===== config.mk =====
export PLATFORM = sky130hd
export DESIGN_NAME = seq_alu
export DESIGN_NICKNAME = d
export VERILOG_FILES = /design/src/rtl/seq_alu.sv
export SDC_FILE = /design/constraint.sdc
export NUM_CORES = 1
export LEC_CHECK = 0
export BUFFER_PORTS_ARGS = -buffer_cell sky130_fd_sc_hd__buf_4
export CAP_MARGIN = 20
export CORE_MARGIN = 4
export CORE_UTILIZATION = 54
export CTS_CLUSTER_DIAMETER = 150
export DETAILED_ROUTE_END_ITERATION = 6
export GPL_ROUTABILITY_DRIVEN = 0
export HOLD_SLACK_MARGIN = 0.12
export MAX_ROUTING_LAYER = met4
export PLACE_DENSITY_LB_ADDON = 0.25
export SYNTH_ARGS = -nofsm -noshare
export SYNTH_HDL_FRONTEND = slang
export SYNTH_SLANG_ARGS = --single-unit

===== constraint.sdc =====
create_clock -name i_clk -period 3.25 [get_ports i_clk]
set_input_delay 0.1625 -clock i_clk [delete_from_list [all_inputs] [get_ports i_clk]]
set_output_delay 0.1625 -clock i_clk [all_outputs]
set_load 0.01 [all_outputs]

===== src/rtl/seq_alu.sv =====
// seq_alu: multi-cycle ALU with START/DONE/BUSY handshake, iterative shift/mul/popcount and sticky HALT
// Ports:
//   i_clk, i_reset               clock, synchronous active-high reset
//   i_start, i_op                operation request and 4-bit opcode, latched on accept
//   i_inputa/b/c, i_memin        WIDTH-bit operands, latched on accept
//   o_out                        registered result, held between DONEs
//   o_zero, o_equal, o_branch    result flags, updated only with DONE
//   o_done, o_busy, o_halted     completion pulse, iterative-op in flight, sticky halt
module seq_alu #(
  parameter int WIDTH  = 16,
  parameter int MUL_EN = 1
) (
  input  logic             i_clk,
  input  logic             i_reset,
  input  logic             i_start,
  input  logic [3:0]       i_op,
  input  logic [WIDTH-1:0] i_inputa,
  input  logic [WIDTH-1:0] i_inputb,
  input  logic [WIDTH-1:0] i_inputc,
  input  logic [WIDTH-1:0] i_memin,
  output logic [WIDTH-1:0] o_out,
  output logic             o_zero,
  output logic             o_equal,
  output logic [1:0]       o_branch,
  output logic             o_done,
  output logic             o_busy,
  output logic             o_halted
);
  localparam int SHW = $clog2(WIDTH);
  localparam int CW  = SHW + 1;
  localparam logic [3:0] OP_PASS = 4'd0, OP_HALT = 4'd1, OP_SUB = 4'd2, OP_ADD = 4'd3,
                         OP_CMP  = 4'd4, OP_BEQ  = 4'd5, OP_BNE = 4'd6, OP_AND = 4'd7,
                         OP_SRL  = 4'd8, OP_SLL  = 4'd9, OP_MUL = 4'd10, OP_POPC = 4'd11,
                         OP_RXOR = 4'd12;
  typedef enum logic [2:0] {S_IDLE, S_SHIFT, S_MULT, S_POPC, S_HALT} state_t;
  state_t           r_state, w_next;
  logic [WIDTH-1:0] r_out, r_x, r_y, r_acc, r_pres, w_res, w_ires;
  logic [CW-1:0]    r_cnt;
  logic             r_zero, r_equal, r_done, r_busy, r_halted, r_left;
  logic [1:0]       r_branch, r_pbr, w_br;
  logic             r_pv, r_phalt, r_peq, r_peq_upd, w_eq_upd;
  logic [SHW-1:0]   w_s;
  logic             w_is_shift, w_is_mul, w_iter, w_accept, w_ab_eq, w_in_iter, w_last;
  assign w_s        = i_inputb[SHW-1:0];
  assign w_is_shift = i_op == OP_SRL || i_op == OP_SLL;
  assign w_is_mul   = MUL_EN != 0 && i_op == OP_MUL;
  assign w_iter     = (w_is_shift && w_s != '0) || w_is_mul || i_op == OP_POPC;
  assign w_ab_eq    = i_inputa == i_inputb;
  // a HALT waiting for its DONE edge already closes the door to new work
  assign w_accept   = i_start && r_state == S_IDLE && !(r_pv && r_phalt);
  assign w_in_iter  = r_state == S_SHIFT || r_state == S_MULT || r_state == S_POPC;
  assign w_last     = w_in_iter && r_cnt == '0;
  assign w_ires     = r_state == S_SHIFT ? r_x : r_acc;
  // single-cycle results are computed at accept and presented one edge later
  always_comb begin
    w_res    = '0;
    w_br     = 2'b00;
    w_eq_upd = 1'b0;
    case (i_op)
      OP_PASS, OP_SRL, OP_SLL: w_res = i_inputa;
      OP_SUB: begin
        w_res    = i_inputa - i_inputb;
        w_eq_upd = 1'b1;
      end
      OP_ADD:  w_res = i_inputa + i_inputb;
      OP_CMP: begin
        w_res    = {{(WIDTH-1){1'b0}}, i_inputa < i_inputb};
        w_eq_upd = 1'b1;
      end
      OP_BEQ: begin
        w_res    = i_inputc;
        w_br     = w_ab_eq ? 2'b01 : 2'b10;
        w_eq_upd = 1'b1;
      end
      OP_BNE: begin
        w_res    = i_inputc;
        w_br     = w_ab_eq ? 2'b10 : 2'b01;
        w_eq_upd = 1'b1;
      end
      OP_AND:  w_res = i_inputa & i_inputb;
      OP_RXOR: w_res = {{(WIDTH-1){1'b0}}, ^i_memin};
      default: w_res = '0;
    endcase
  end
  always_comb begin
    w_next = r_state;
    case (r_state)
      S_IDLE: begin
        if (r_pv && r_phalt) w_next = S_HALT;
        else if (w_accept && w_iter) w_next = w_is_shift ? S_SHIFT : w_is_mul ? S_MULT : S_POPC;
      end
      S_SHIFT, S_MULT, S_POPC: w_next = r_cnt == '0 ? S_IDLE : r_state;
      default: w_next = r_state;
    endcase
  end
  always_ff @(posedge i_clk) begin
    if (i_reset) r_state <= S_IDLE;
    else r_state <= w_next;
  end
  always_ff @(posedge i_clk) begin
    if (i_reset) begin
      r_out     <= '0;
      r_zero    <= 1'b0;
      r_equal   <= 1'b0;
      r_branch  <= 2'b00;
      r_done    <= 1'b0;
      r_busy    <= 1'b0;
      r_halted  <= 1'b0;
      r_pv      <= 1'b0;
      r_phalt   <= 1'b0;
      r_pres    <= '0;
      r_peq     <= 1'b0;
      r_peq_upd <= 1'b0;
      r_pbr     <= 2'b00;
      r_x       <= '0;
      r_y       <= '0;
      r_acc     <= '0;
      r_cnt     <= '0;
      r_left    <= 1'b0;
    end else begin
      r_done <= r_pv || w_last;
      r_busy <= w_in_iter && r_cnt != '0;
      r_pv   <= w_accept && !w_iter;
      if (w_accept && !w_iter) begin
        r_phalt   <= i_op == OP_HALT;
        r_pres    <= w_res;
        r_peq     <= w_ab_eq;
        r_peq_upd <= w_eq_upd;
        r_pbr     <= w_br;
      end
      if (r_pv) begin
        r_branch <= r_phalt ? 2'b00 : r_pbr;
        if (r_phalt) r_halted <= 1'b1;
        else begin
          r_out  <= r_pres;
          r_zero <= r_pres == '0;
        end
        if (r_peq_upd) r_equal <= r_peq;
      end
      if (w_accept && w_iter) begin
        r_x    <= i_inputa;
        r_y    <= i_op == OP_POPC ? i_memin : i_inputb;
        r_acc  <= '0;
        r_cnt  <= w_is_shift ? CW'(w_s) : CW'(WIDTH);
        r_left <= i_op == OP_SLL;
      end
      // each non-final cycle consumes one bit; the cycle seeing cnt==0 only publishes
      if (w_in_iter && r_cnt != '0) begin
        r_cnt <= r_cnt - 1'b1;
        if (r_state == S_SHIFT) r_x <= r_left ? r_x << 1 : r_x >> 1;
        else begin
          r_y <= r_y >> 1;
          if (r_state == S_MULT) begin
            r_x   <= r_x << 1;
            r_acc <= r_acc + (r_y[0] ? r_x : '0);
          end else r_acc <= r_acc + WIDTH'(r_y[0]);
        end
      end
      if (w_last) begin
        r_out    <= w_ires;
        r_zero   <= w_ires == '0;
        r_branch <= 2'b00;
      end
    end
  end
  assign o_out    = r_out;
  assign o_zero   = r_zero;
  assign o_equal  = r_equal;
  assign o_branch = r_branch;
  assign o_done   = r_done;
  assign o_busy   = r_busy;
  assign o_halted = r_halted;
endmodule


* Yosys cells after proc, flatten, opt, wreduce, memory -nomap -nowiden *
Index checks and enable logic that the tools add are counted.
W data, S select, Z words.

operators by class
  add/subtract/negate cells = 5
  $lt $le $gt $ge = 1
  equal/unequal tests = 19
  muxes and demuxes = 36
  bitwise operators = 1
  reductions and logical operators = 36

operators by type and width
  cell                  count
  $mux W16              18
  $pmux W16 S7          1
  $add A16 B16 Y16      2
  $logic_not A16 Y1     2
  $eq A4 B4 Y1 const B  5
  $add A16 B1 Y16       1
  $and A16 B16 Y16      1
  $eq A16 B16 Y1        1
  $eq A4 B3 Y1 const B  4
  $lt A16 B16 Y1        1
  $reduce_xor A16 Y1    1
  $sub A16 B16 Y16      1
  $mux W5               3
  $mux W3               3
  $eq A4 B2 Y1 const B  2
  $logic_and A1 B1 Y1   8
  $mux W2               4
  $eq A3 B2 Y1 const B  2
  $logic_or A1 B1 Y1    6
  $pmux W3 S2           1
  $reduce_and A2 Y1     3
  $reduce_bool A2 Y1    3
  $reduce_or A3 Y1      2
  $logic_not A5 Y1      1
  16 further kinds      22

word-level totals
  flip-flop bits (word level) = 102
  input bits = 71
  output and inout bits = 23
  word-level logic and storage cells = 117

* Longest topological paths before layout *
  depth after elaboration = 10
  mapped depth = 13
  mapped depth without buffers = 11

* Least setup slack after synthesis *
OpenSTA, ideal clock, no wires.

  kind = reg-to-reg
  from = reg r_state[1]
  to = reg r_acc[12]
  setup time = 0.117 ns
  arrival time = 2.928 ns
  data required time = 3.133 ns
  path slack = 0.205 ns
  stages on the path, launching flop included = 13
  path buffers = 1
  clock period less this slack = 3.045 ns
  path through = dfxtp_1 buf_2 nand2b_1 o31a_1 ha_1 fa_1 a211oi_2 nor2_1 a2111o_1 a311oi_2 a21oi_1 xor2_1 a22o_1

on the way
  word-level cells in the longest chain between the ends = 7
  elaborated cells between the ends (all ways) = 14
  classes of those cells = eq/ne: 3; mux: 4; reduce/logical: 7

ends and longest elaborated chain
  item                              line  RTL
  from (decl)                       36    state_t r_state, w_next;
  from (signal assigned)            98    else r_state <= w_next;
  $logic_not A3 Y1                  50    assign w_accept = i_start && r_state == S_IDLE && !(r_pv && r_phalt);
  $logic_and A1 B1 Y1 (2 in a row)  50
  $logic_and A1 B1 Y1               140   if (w_accept && w_iter) begin
  $mux W16                          140
  $mux W16                          150   if (r_state == S_SHIFT) r_x <= r_left ? r_x << 1 : r_x >> 1;
  $mux W16 *                        148   if (w_in_iter && r_cnt != '0) begin
  to (signal assigned)              155   r_acc <= r_acc + (r_y[0] ? r_x : '0);
  to (signal assigned)              156   end else r_acc <= r_acc + WIDTH'(r_y[0]);
  to (decl)                         37    logic [WIDTH-1:0] r_out, r_x, r_y, r_acc, r_pres, w_res, w_ires;

Every way passes the cells marked *; elsewhere a longest branch is shown, timed or not.
A chain may end at the register's enable or synchronous reset.

* Worst setup path after layout *
  from = reg r_state[0]
  to = reg r_acc[12]

The elaborated chain is that of the path after synthesis.

==> key figures <==
Drt
  – Antenna viol nets, final: 0
  – 1st-iter DRT viols: 867
  – DR pass1 iterations: 6
  – Total number of vias: 7974
  – Vias per cell: 6.48
  – Drt drc: 0
  – Routed WL: 24.0 mm
  – Post-DR wirelength/cell: 19.5 um

Synthesis
  – Yosys reg bits: 102
  – Syn Nets: 1107
  – Top post-synthesis cells by area: dfxtp_1 (26%), ha_1 (7.7%), mux2i_1 (6.6%)
  – Sequential fraction of the synthesis area: 0.258
  – Area share of the largest cell type after synthesis: 0.258
  – Synthesized-area fraction occupied by adder cells: 0.0851
  – Syn avg cell area: 8.04 sq um
  – Simple-gate share of the synthesized area: 0.191
  – Synth Area in Compound Gates: 0.301
  – Cell taking the most area after synthesis: dfxtp_1
  – Synth Area in XOR/XNOR: 0.0343
  – Yosys warns: 0
  – Post-Syn Area: 0.00791 sq mm
  – Mux cell area share after synthesis: 0.0686
  – Asr flop ratio synth: 0
  – Main combinational cell family by area after synthesis: compound AO/OA/AOI/OAI gates
  – Cell count after synthesis: 984
  – Post-synth cell types: 86
  – Main synth FF type: dfxtp_1
  – Post-synth EDFFs: 0

Cells and area
  – # nets final: 1168
  – Fin cells: 1230
  – Share of layout cells above drive strength 1: 0.156
  – # diodes: 0
  – Synthesis-to-layout area growth: 14.1%
  – Fillers: 1274
  – Finished Cell Area: 0.00903 sq mm

Floorplan
  – Num ports: 94
  – DIE AREA: 0.0167 sq mm
  – Row Count: 43
  – Die height: 129 um
  – Width of the die: 129 um
  – Core Footprint: 0.0141 sq mm
  – Starting Density: 0.561

Place
  – Setup Slack @ Placement: 0.169 ns
  – Hpwl dp: 17.8 mm
  – Placed standard-cell area: 0.00870 sq mm
  – Buffers on Ports: 93
  – Inst Count DP: 1213

Timing
  – RSZ-0062 raised after global routing: false
  – Measured slew at the worst slew-check pin: 0.790 ns
  – Post-route setup slack: 0.200 ns
  – Max_slew headroom: 0.460
  – Clock Skew: 0.0104 ns
  – Final min period: 3.05 ns
  – FMAX: 328 MHz
  – # setup viols final: 0
  – Tcrit/Tclk final: 0.938
  – Setup tns final: 0 ns
  – Hold Violations, Final: 0
  – Slew Limit Fails: 0

Pwr
  – Power Total: 3.40 mW
  – PwrDens: 377 mW/mm^2
  – Pleak: 3.76 nW
  – Worst VDD drop: 0.383 mV

Setup path
  – Reg2reg start: r_state[0]$_SDFFE_PP0P_
  – Setup crit start: r_state[0]$_SDFFE_PP0P_
  – Reg2reg end: r_acc[12]$_SDFF_PP0_
  – CP Data Arrival Time: 3.30 ns
  – WP data required: 3.50 ns
  – Critical path class: flop to flop
  – Slowest cell on crit path: fa_1
  – Setup crit start kind: flop
  – CP peak stage delay: 0.45 ns
  – Worst R2R Setup Slack: 0.20 ns
  – Critical Path End Type: flop
  – CP Max Fanout: 3
  – CP cell instances: nand2b_1 > o31a_1 > ha_1 > fa_1 > a211oi_2 > nor2_1 > a2111o_1 > a311oi_4 > a21oi_1 > xor2_1 > a22o_1
  – FF-to-FF path depth: 11
  – Critical Path Sink: r_acc[12]$_SDFF_PP0_

Global routing
  – Gr usage total: 0.295
  – Pin count of the biggest net entering global routing: 51
  – Grt ovf: 0
  – First-pass GRT wire length: 38.3 mm
  – Initial antenna violation count: 0
  – Vias in the first global route: 7325

Job
  – Max Cap Viol: 0

Clocking
  – CTS H-tree depth: 3
  – Root buffer selected by CTS: clkbuf_16
  – CTS tree: built
  – Clk Latency, worst-skew pair: 0.36 ns
  – Clock buffer depth: 2
  – Clk pin slew, worst setup/hold paths: 0.08 ns
  – CTS Sinks: 102
  – CTS Buf Count: 9
  – # Post-CTS Setup Buffers: 0

Outcome
  – Status: complete, no violations

Min path
  – Hold crit path type: input port to flop
  – HP Start: i_inputa[4]
==> where the power goes <==
part	internal [mW]	switching (mW)
Clock	0.609	0.529
Sequential	1.31	0.0546
Combinational	0.377	0.521
==> Yosys cell counts, drive strengths merged (16+ instances only) <==
master	n
o211ai	25
nor2	87
a211oi	43
a21oi	75
nand2	79
mux2i	52
nor3	19
o21ai	38
nand2b	16
xnor2	23
buf	34
ha	49
a22oi	28
nor2b	22
o22ai	16
nor4	18
and2	19
clkbuf	33
inv	41
dfxtp	102
==> placed cells by master, fill, tap and decap left out, types with 4 or more instances in the layout <==
master and n:
o31ai_1 4, dfxtp_1 102, nand4_1 8, o21ai_0 31
xnor2_1 23, o22ai_1 16, nand3_1 11, a222oi_1 12
nor2_1 84, a21oi_1 74, a31oi_1 8, a22oi_1 28
ha_1 49, o21ai_1 6, a21o_1 13, or3_1 5
or4_1 4, inv_1 40, nor2b_1 22, nand2_1 78
o21a_1 8, a32oi_1 5, clkbuf_16 9, nand2b_1 14
nor3_1 17, xor2_1 8, o21bai_1 5, a221oi_1 5
o211ai_1 25, mux2i_1 52, a22o_1 5, and2_1 19
buf_4 115, a32o_1 4, o211a_1 4, a211oi_1 41
nor4_1 17
==> worst min path at each step <==
stage,endpoint,depth (start not counted),slack [ns]
2_1_floorplan,r_cnt[2]$_SDFFE_PP0P_,2,0.31
3_3_place_gp,r_y[14]$_SDFF_PP0_,2,0.44
3_5_place_dp,r_y[12]$_SDFF_PP0_,2,0.44
4_1_cts,r_x[2]$_SDFF_PP0_,3,0.13
5_1_grt,r_x[2]$_SDFF_PP0_,3,0.13
6_report,r_x[4]$_SDFF_PP0_,3,0.14
==> routing by layer <==
metal,GRT usage,part of all wire
met5,-,0
met4,0.0747,0.023
met3,0.0556,0.083
met2,0.455,0.45
met1,0.401,0.44
==> sequential cells by signal, indices dropped and copies added, names as in the netlist, 2 cells and up <==
| signal | flops |
|---|---|
| r_acc | 16 |
| r_x | 16 |
| o_branch | 2 |
| r_state | 3 |
| r_y | 16 |
| o_out | 16 |
| r_pres | 16 |
| r_cnt | 5 |
| r_pbr | 2 |
==> critical path: cells and delay by family (launching register included) <==
| family | cells | cell delay [ns] |
|---|---|---|
| compound gates | 6 | 1.54 |
| xor+xnor | 1 | 0.15 |
| fa+ha+maj | 2 | 0.68 |
| flops | 1 | 0.31 |
| simple gates | 2 | 0.28 |
==> kinds of logic after synthesis <==
| logic type | after synthesis |
|---|---|
| buffers and inverters | 108 |
| AOI/OAI and AO/OA | 333 |
| xor gates and xnor gates | 31 |
| DFF | 102 |
| muxes | 54 |
| adders and majority gates | 52 |
| and+or+nand+nor | 304 |
==> layout make-up <==
type                       count  area (sq um)  share of cell area
sequential                   102          2040               0.226
tap                          180           225              0.0249
multi-input combinational    774          5410               0.599
clock buffer                   9           225              0.0249
inverter                      41           154              0.0170
timing repair buffer         117           893              0.0990
clock inverter                 7          77.6             0.00859
==> metrics by stage <==
step	hold slack, ns	utilization
after floorplan	0.313	-
after global placement	0.439	0.617
after detailed placement	0.443	0.617
after CTS	0.127	0.639
after global routing	0.129	0.640
final	0.137	0.640
==> what timing repair did <==
item,CTS,global route
gates resized for setup,0,2
hold endpoints to repair,1,0
setup endpoints to repair,0,1
hold buffers,1,0
Note: power is estimated with default switching activity, not from simulation.
